## src/rtl/lc3_mem_arbiter.sv

```systemverilog
// lc3_mem_arbiter: shares one single-ported memory between the LC3 fetch
// port and data port. Data has priority, with instruction starvation bounded
// by a burst counter, and a watchdog aborts accesses the memory never answers.
//
// state  | meaning
// IDLE   | no access; arbitrate the requests sampled this cycle
// I_ACC  | instruction read in flight, mem_en high
// D_ACC  | data read or write in flight, mem_en high
// RESP   | one-cycle completion pulse to the served requester
module lc3_mem_arbiter #(
   parameter int unsigned DATA_BURST_MAX = 4,
   parameter int unsigned TIMEOUT        = 64,
   parameter logic [15:0] ERR_WORD       = 16'hDEAD
) (
   input  logic        clock,
   input  logic        reset,
   input  logic        I_macc,
   input  logic [15:0] pc,
   input  logic        instrmem_rd,
   input  logic        D_macc,
   input  logic [15:0] Data_addr,
   input  logic [15:0] Data_din,
   input  logic        Data_rd,
   output logic [15:0] Instr_dout,
   output logic [15:0] Data_dout,
   output logic        complete_instr,
   output logic        complete_data,
   output logic        mem_en,
   output logic        mem_rd,
   output logic [15:0] mem_addr,
   output logic [15:0] mem_din,
   input  logic [15:0] mem_dout,
   input  logic        mem_ready,
   output logic        timeout_err
);

   localparam int unsigned BURST_W = (DATA_BURST_MAX > 0) ? $clog2(DATA_BURST_MAX + 1) : 1;
   localparam int unsigned WD_W    = (TIMEOUT > 1) ? $clog2(TIMEOUT) : 1;
   localparam logic [BURST_W-1:0] BURST_MAX = BURST_W'(DATA_BURST_MAX);
   localparam logic [WD_W-1:0]    WD_LAST   = WD_W'(TIMEOUT - 1);

   typedef enum logic [1:0] {
      ST_IDLE  = 2'd0,
      ST_I_ACC = 2'd1,
      ST_D_ACC = 2'd2,
      ST_RESP  = 2'd3
   } state_t;

   state_t             state_q, state_d;
   logic [BURST_W-1:0] burst_cnt_q, burst_cnt_d;
   logic [WD_W-1:0]    wd_cnt_q, wd_cnt_d;
   logic [15:0]        instr_dout_q, instr_dout_d;
   logic [15:0]        data_dout_q, data_dout_d;
   logic [15:0]        mem_addr_q, mem_addr_d;
   logic [15:0]        mem_din_q, mem_din_d;
   logic               mem_rd_q, mem_rd_d;
   logic               mem_en_q, mem_en_d;
   logic               complete_instr_q, complete_instr_d;
   logic               complete_data_q, complete_data_d;
   logic               timeout_err_q, timeout_err_d;

   logic i_req;
   logic in_acc;
   logic wd_expire;
   logic grant_i;
   logic grant_d;

   // instrmem_rd qualifies the fetch request so a stray I_macc alone never wins
   assign i_req     = I_macc & instrmem_rd;
   assign in_acc    = (state_q == ST_I_ACC) || (state_q == ST_D_ACC);
   assign wd_expire = in_acc && !mem_ready && (wd_cnt_q == WD_LAST);

   // State and all registered outputs; reset aborts any access with no pulse
   always_ff @(posedge clock or negedge reset) begin
      if (!reset) begin
         state_q          <= ST_IDLE;
         burst_cnt_q      <= '0;
         wd_cnt_q         <= '0;
         instr_dout_q     <= '0;
         data_dout_q      <= '0;
         mem_addr_q       <= '0;
         mem_din_q        <= '0;
         mem_rd_q         <= 1'b0;
         mem_en_q         <= 1'b0;
         complete_instr_q <= 1'b0;
         complete_data_q  <= 1'b0;
         timeout_err_q    <= 1'b0;
      end else begin
         state_q          <= state_d;
         burst_cnt_q      <= burst_cnt_d;
         wd_cnt_q         <= wd_cnt_d;
         instr_dout_q     <= instr_dout_d;
         data_dout_q      <= data_dout_d;
         mem_addr_q       <= mem_addr_d;
         mem_din_q        <= mem_din_d;
         mem_rd_q         <= mem_rd_d;
         mem_en_q         <= mem_en_d;
         complete_instr_q <= complete_instr_d;
         complete_data_q  <= complete_data_d;
         timeout_err_q    <= timeout_err_d;
      end
   end

   // Arbitration and next state: data wins unless its burst allowance is spent
   always_comb begin
      state_d = state_q;
      grant_i = 1'b0;
      grant_d = 1'b0;
      unique case (state_q)
         ST_IDLE: begin
            if (D_macc && (!i_req || (burst_cnt_q < BURST_MAX))) begin
               grant_d = 1'b1;
               state_d = ST_D_ACC;
            end else if (i_req) begin
               grant_i = 1'b1;
               state_d = ST_I_ACC;
            end
         end
         ST_I_ACC, ST_D_ACC: begin
            if (mem_ready || wd_expire) begin
               state_d = ST_RESP;
            end
         end
         ST_RESP: state_d = ST_IDLE;
         default: state_d = ST_IDLE;
      endcase
   end

   // Output datapath: latch the winner on grant, capture read data on completion
   always_comb begin
      burst_cnt_d      = burst_cnt_q;
      wd_cnt_d         = wd_cnt_q;
      instr_dout_d     = instr_dout_q;
      data_dout_d      = data_dout_q;
      mem_addr_d       = mem_addr_q;
      mem_din_d        = mem_din_q;
      mem_rd_d         = mem_rd_q;
      mem_en_d         = (state_d == ST_I_ACC) || (state_d == ST_D_ACC);
      complete_instr_d = (state_q == ST_I_ACC) && (state_d == ST_RESP);
      complete_data_d  = (state_q == ST_D_ACC) && (state_d == ST_RESP);
      timeout_err_d    = wd_expire;

      if (grant_i) begin
         mem_addr_d  = pc;
         mem_rd_d    = 1'b1;
         burst_cnt_d = '0;
         wd_cnt_d    = '0;
      end

      if (grant_d) begin
         mem_addr_d = Data_addr;
         mem_din_d  = Data_din;
         mem_rd_d   = Data_rd;
         wd_cnt_d   = '0;
         if (!i_req) begin
            burst_cnt_d = '0;
         end else if (burst_cnt_q != BURST_MAX) begin
            burst_cnt_d = burst_cnt_q + 1'b1;
         end
      end

      if (in_acc) begin
         wd_cnt_d = wd_cnt_q + 1'b1;
         if (mem_ready) begin
            if (state_q == ST_I_ACC) begin
               instr_dout_d = mem_dout;
            end else if (mem_rd_q) begin
               data_dout_d = mem_dout;
            end
         end else if (wd_expire) begin
            if (state_q == ST_I_ACC) begin
               instr_dout_d = ERR_WORD;
            end else if (mem_rd_q) begin
               data_dout_d = ERR_WORD;
            end
         end
      end
   end

   assign Instr_dout     = instr_dout_q;
   assign Data_dout      = data_dout_q;
   assign mem_addr       = mem_addr_q;
   assign mem_din        = mem_din_q;
   assign mem_rd         = mem_rd_q;
   assign mem_en         = mem_en_q;
   assign complete_instr = complete_instr_q;
   assign complete_data  = complete_data_q;
   assign timeout_err    = timeout_err_q;

endmodule

```

## config.mk

```make
export PLATFORM = sky130hd
export DESIGN_NAME = lc3_mem_arbiter
export DESIGN_NICKNAME = d
export VERILOG_FILES = /design/src/rtl/lc3_mem_arbiter.sv
export SDC_FILE = /design/constraint.sdc
export NUM_CORES = 1
export LEC_CHECK = 0
export CAP_MARGIN = 20
export CORE_MARGIN = 2
export CORE_UTILIZATION = 36
export DETAILED_ROUTE_END_ITERATION = 8
export HOLD_SLACK_MARGIN = 0.1
export PLACE_DENSITY = 0.75
export REMOVE_ABC_BUFFERS = 1
export SLEW_MARGIN = 15
export SYNTH_ARGS = -nofsm -noshare
export SYNTH_HDL_FRONTEND = slang
export SYNTH_SLANG_ARGS = --single-unit
```

## constraint.sdc

```tcl
create_clock -name clock -period 1.9 [get_ports clock]
set_input_delay 0.285 -clock clock [delete_from_list [all_inputs] [get_ports clock]]
set_output_delay 0.285 -clock clock [all_outputs]
set_load 0.005 [all_outputs]
```

### Word-level counts from Yosys, hierarchy flattened

Cells that the tools add are included.

| word-level totals | value |
|---|---|
| register bits after elaboration | 80 |
| latch bits | 0 |
| memory bits (writable) | 0 |
| memory bits (read-only) | 0 |
| input port bits | 71 |
| logic and storage cells | 73 |
| memories kept | 0 |

| cells by class | value |
|---|---|
| $add $sub $neg | 2 |
| multipliers | 0 |
| divide/modulo/power cells | 0 |
| magnitude comparators | 1 |
| eq/ne operators | 8 |
| shifts and indexed selects | 0 |
| muxes and demuxes | 30 |
| bitwise logic cells | 2 |
| reduce and logical (&&, ||, !) cells | 18 |

Operators by type and width:

| cell | count |
|---|---|
| $mux W16 | 12 |
| $mux W6 | 3 |
| $mux W3 | 4 |
| $eq A2 B2 Y1 const B | 4 |
| $mux W1 | 7 |
| $add A6 B1 Y6 const B | 1 |
| $eq A6 B6 Y1 const B | 1 |
| $mux W2 | 3 |
| $pmux W2 S3 | 1 |
| $logic_and A1 B1 Y1 | 5 |
| $eq A2 B1 Y1 const B | 2 |
| $logic_or A1 B1 Y1 | 4 |
| $reduce_and A4 Y1 | 1 |
| $reduce_bool A2 Y1 | 2 |
| $add A3 B1 Y3 const B | 1 |
| $lt A3 B3 Y1 const B | 1 |
| $ne A3 B3 Y1 const B | 1 |
| $reduce_and A3 Y1 | 1 |
| $reduce_bool A3 Y1 | 1 |
| $logic_not A1 Y1 | 2 |
| $logic_not A2 Y1 | 1 |
| $reduce_or A2 Y1 | 1 |
| $and A1 B1 Y1 | 1 |
| $not A1 Y1 | 1 |

### Longest topological paths before layout

| logic depth | value |
|---|---|
| depth in word-level cells | 10 |
| gate-level depth with buffers | 8 |
| gate-level depth less buffers | 7 |

### Least setup slack after synthesis

No wires, ideal clock.

| timing | value |
|---|---|
| kind | reg-to-reg |
| start | register state_q[0] |
| end | register complete_instr_q, in the netlist complete_instr |
| setup time | 0.119 ns |
| arrival | 1.771 ns |
| data required time | 1.781 ns |
| setup slack | 0.010 ns |
| stages on the path, launching flop included | 9 |
| path buffers | 1 |
| cell sequence | dfrtp_1 -> inv_1 -> ha_1 -> buf_2 -> and4_1 -> a311oi_1 -> o21ai_0 -> ha_1 -> and2_1 |

| between the ends | value |
|---|---|
| longest elaborated chain between the ends | 9 |

RTL lines:

| item | line | source |
|---|---|---|
| start: declaration | 49 | `state_t state_q, state_d;` |
| start signal: assignment | 89 | `state_q <= state_d;` |
| $eq A2 B1 Y1 or $eq A2 B2 Y1 (tied branches) | 70, 109 |  |
| $logic_or A1 B1 Y1 | 70 | `assign in_acc = (state_q == ST_I_ACC) \|\| (state_q == ST_D_ACC);` |
| $logic_and A1 B1 Y1 (2 in a row) | 71 | `assign wd_expire = in_acc && !mem_ready && (wd_cnt_q == WD_LAST);` |
| $logic_or A1 B1 Y1 | 120 | `if (mem_ready \|\| wd_expire) begin` |
| $mux W2 | 120 |  |
| $pmux W2 S3 * | 109 | `unique case (state_q)` |
| net state_d[1] | 49 |  |
| $eq A2 B2 Y1 * | 139 | `complete_instr_d = (state_q == ST_I_ACC) && (state_d == ST_RESP);` |
| $logic_and A1 B1 Y1 * | 139 |  |
| net complete_instr_d | 58 | `logic complete_instr_q, complete_instr_d;` |
| end signal: assignment | 98 | `complete_instr_q <= complete_instr_d;` |
| end: declaration | 58 |  |

The timed path passes the listed nets; every way through them passes the cells marked *.
A chain may end at the register's enable or synchronous reset.

### Worst setup path in the final report

| timing | value |
|---|---|
| start | register state_q[0] |
| end | register mem_din_q[4], in the netlist mem_din[4] |

| between the ends | value |
|---|---|
| longest elaborated chain between the ends | 2 |

RTL lines:

| item | line | source |
|---|---|---|
| $logic_not A2 Y1 | 109 |  |
| $mux W1 | 109 |  |
| end signal: assignment | 95 | `mem_din_q <= mem_din_d;` |
| end: declaration | 55 | `logic [15:0] mem_din_q, mem_din_d;` |

No other way between the ends.

==> run metrics <==
ANT cells=0; critical path fanouts, max=21; syn_area_per_cell=11.2 um2; fin. max-slew vios=0; period utilization=93.6%; first-pass GRT wire length=14400 um; I/O Pins=140; worst hold path class=primary input to async pin; DR iter-0 viols=114; Fmax achieved=0.562 GHz; sequential area share after synthesis=56.7%; RD Place Congestion=0.835; post-route cell area=5440 um2; first-pass iteration count of the detailed router=4; average routed wire per standard cell=15.3 um; initial antenna violation count=0; Clock Path Buffers=2; Synth cell types=41; Area after DPL=5170 um2; Slowest cell on crit path=dfrtp_1; WP depth=6; CP required=2.13 ns; H-tree levels=3; vias in the first global route=3025; Total Routing Usage GR=17.6%; Sink Count=80; total chip power=8.05 mW; clk slew on worst S/H paths=0.09 ns; Yosys reg bits=80; Setup Viol. Count Final=0; CP Cell Sequence=inv_2 > ha_1 > inv_1 > a211oi_4 > buf_12 > mux2_2; Max rail drop VDD=0.000529 V; I/O Buffers=139; Register-to-Register Path Depth=6; CP bufs+invs=3; commonest non-fill, non-tap cell in the layout=clkdlybuf4s50_1; status=complete, no violations; CP top delay family=buffers and inverters; Layout Skew=0.0118 ns; relative max-transition margin=61.8%; Die Width=103 um; grt ovf=0; CTS tree=built; layout cell share with drive strength beyond 1=14.9%; CP Launch Type=flip-flop; fillers=854; clk root buf=clkbuf_8; Core Box Area=9640 um2; Initial Utilization=36.7%; crit path kind=flip-flop to flip-flop; pwr dens=1480 nW/um2; leak pwr=2.35 nW; worst hold margin=0.434 ns; worst slew pin tran=0.572 ns; max incr delay on CP=0.40 ns; final hold vios=0; final wirelength=9260 um; Max-Cap Viols=0; DR DRC count=0; Detail Route Antenna Nets=0; vias per cell=5.00; die area=10600 um2; most frequent cells in the layout=clkdlybuf4s50_1, dfrtp_1, nor2_1, a21oi_1, buf_4; Via Count=3023; largest net degree at the start of global routing=48; row cnt=36; Gate Count Post-Synth=315; area delta synth->final=54.0%; post-CTS setup buffers=0; Clock Latency Late Sink=0.35 ns; TritonCTS buffer count=9; Arr. time, crit path=2.01 ns; fin crit period=1.78 ns; CP endpoint kind=flip-flop; Netlist Area Pre-Place=3530 um2; HPWL after detailed placement=6980 um; die height=103 um; fin nets=545; Synth warnings=0
## repair_timing
action                     in CTS  in global routing
hold endpoints to repair       33                  0
pin swaps                       0                  2
hold buffers                    1                  0
cloned                          0                  0
setup endpoints to repair      12                 10
resized for setup               2                  8
## report_power, final
group          internal, mW  switching (mW)  total [mW]
clock network         0.756           0.646        1.40
logic                  2.31            1.42        3.73
registers              2.44           0.478        2.92
total                  5.51            2.54        8.05
## cell usage after synthesis, drive strengths merged
cell type	number	area [um2]
a211oi	1	20.0
a21oi	24	120
a221o	16	160
a22o	8	70.1
a22oi	1	7.51
a311oi	2	17.5
a31o	5	43.8
a31oi	1	6.26
a32o	2	20.0
and2	3	21.3
and3	18	113
and3b	1	8.76
and4	1	8.76
and4b	1	10.0
buf	14	81.3
clkbuf	7	27.5
dfrtp	80	2000
ha	8	100
inv	9	33.8
mux2	16	180
mux2i	2	20.0
nand2	16	60.1
nand2b	2	12.5
nand3	4	25.0
nand3b	1	7.51
nand4	1	6.26
nand4b	1	8.76
nor2	35	131
nor2b	3	18.8
nor3	3	15.0
o21ai	12	60.1
o221ai	1	8.76
o22ai	12	75.1
or3	1	6.26
xnor2	2	17.5
xor2	1	8.76
## cell families (layout without fill, tap and decap cells)
logic type / Yosys count / after routing / share of synthesized area, %
adder cells (fa/ha/maj): 8 / 8 / 2.83
AO/OA/AOI/OAI: 85 / 85 / 17.2
flip-flops: 80 / 80 / 56.7
buffers and inverters: 30 / 186 / 4.04
AND/OR/NAND/NOR: 91 / 91 / 12.8
XOR/XNOR: 3 / 3 / 0.744
multiplexers: 18 / 18 / 5.67
## final cells by class
type,instances,area [um2],area share (%)
Sequential cell,80,2000,36.8
Timing Repair Buffer,161,1590,29.3
Inverter,9,33.8,0.621
Clock inverter,7,103,1.89
Clock buffer,9,124,2.28
Tap cell,133,166,3.06
Multi-Input combinational cell,205,1420,26.1
## sequential cells by signal, summed over array words and instances (netlist names)
signal	cells
timeout_err	1
mem_rd	1
state_q	2
Instr_dout	16
complete_instr	1
mem_din	16
complete_data	1
mem_en	1
burst_cnt_q	3
Data_dout	16
wd_cnt_q	6
mem_addr	16
## final timing paths
check / start / slack [ns] / to
min in group clock: Data_rd / 0.50 / mem_rd$_DFFE_PN0P_
max in group asynchronous: reset / 0.86 / mem_din[8]$_DFFE_PN0P_
setup reg to reg: state_q[0]$_DFF_PN0_ / 0.12 / mem_din[4]$_DFFE_PN0P_
setup / recovery: state_q[0]$_DFF_PN0_ / 0.12 / mem_din[4]$_DFFE_PN0P_
hold / removal: reset / 0.43 / Data_dout[8]$_DFFE_PN0P_
hold reg to reg: wd_cnt_q[0]$_DFFE_PN0P_ / 0.51 / wd_cnt_q[0]$_DFFE_PN0P_
## through the flow
| step | TNS [ns] | setup WS (ns) | instances | util [%] |
|---|---|---|---|---|
| 6_report | 0 | 0.121 | 604 | 56.5 |
| 5_1_grt | -0.0256 | -0.00996 | 604 | 56.5 |
| 4_1_cts | 0 | 0.0230 | 604 | 56.2 |
| 3_5_place_dp | -0.0806 | -0.0243 | 587 | 53.7 |
| 3_3_place_gp | 0 | 0.0473 | 587 | 53.7 |
| 2_1_floorplan | -6.27 | -0.221 | 294 | - |
## layer usage
layer  vias up  GRT usage, %  routed length, um
met2       120          30.4               4560
met5         -             0                  0
met1      1455          21.1               3880
met4         0          5.77                110
li1       1439             -                  -
met3         9          4.95                706
Power figures use the tool's default switching activity.
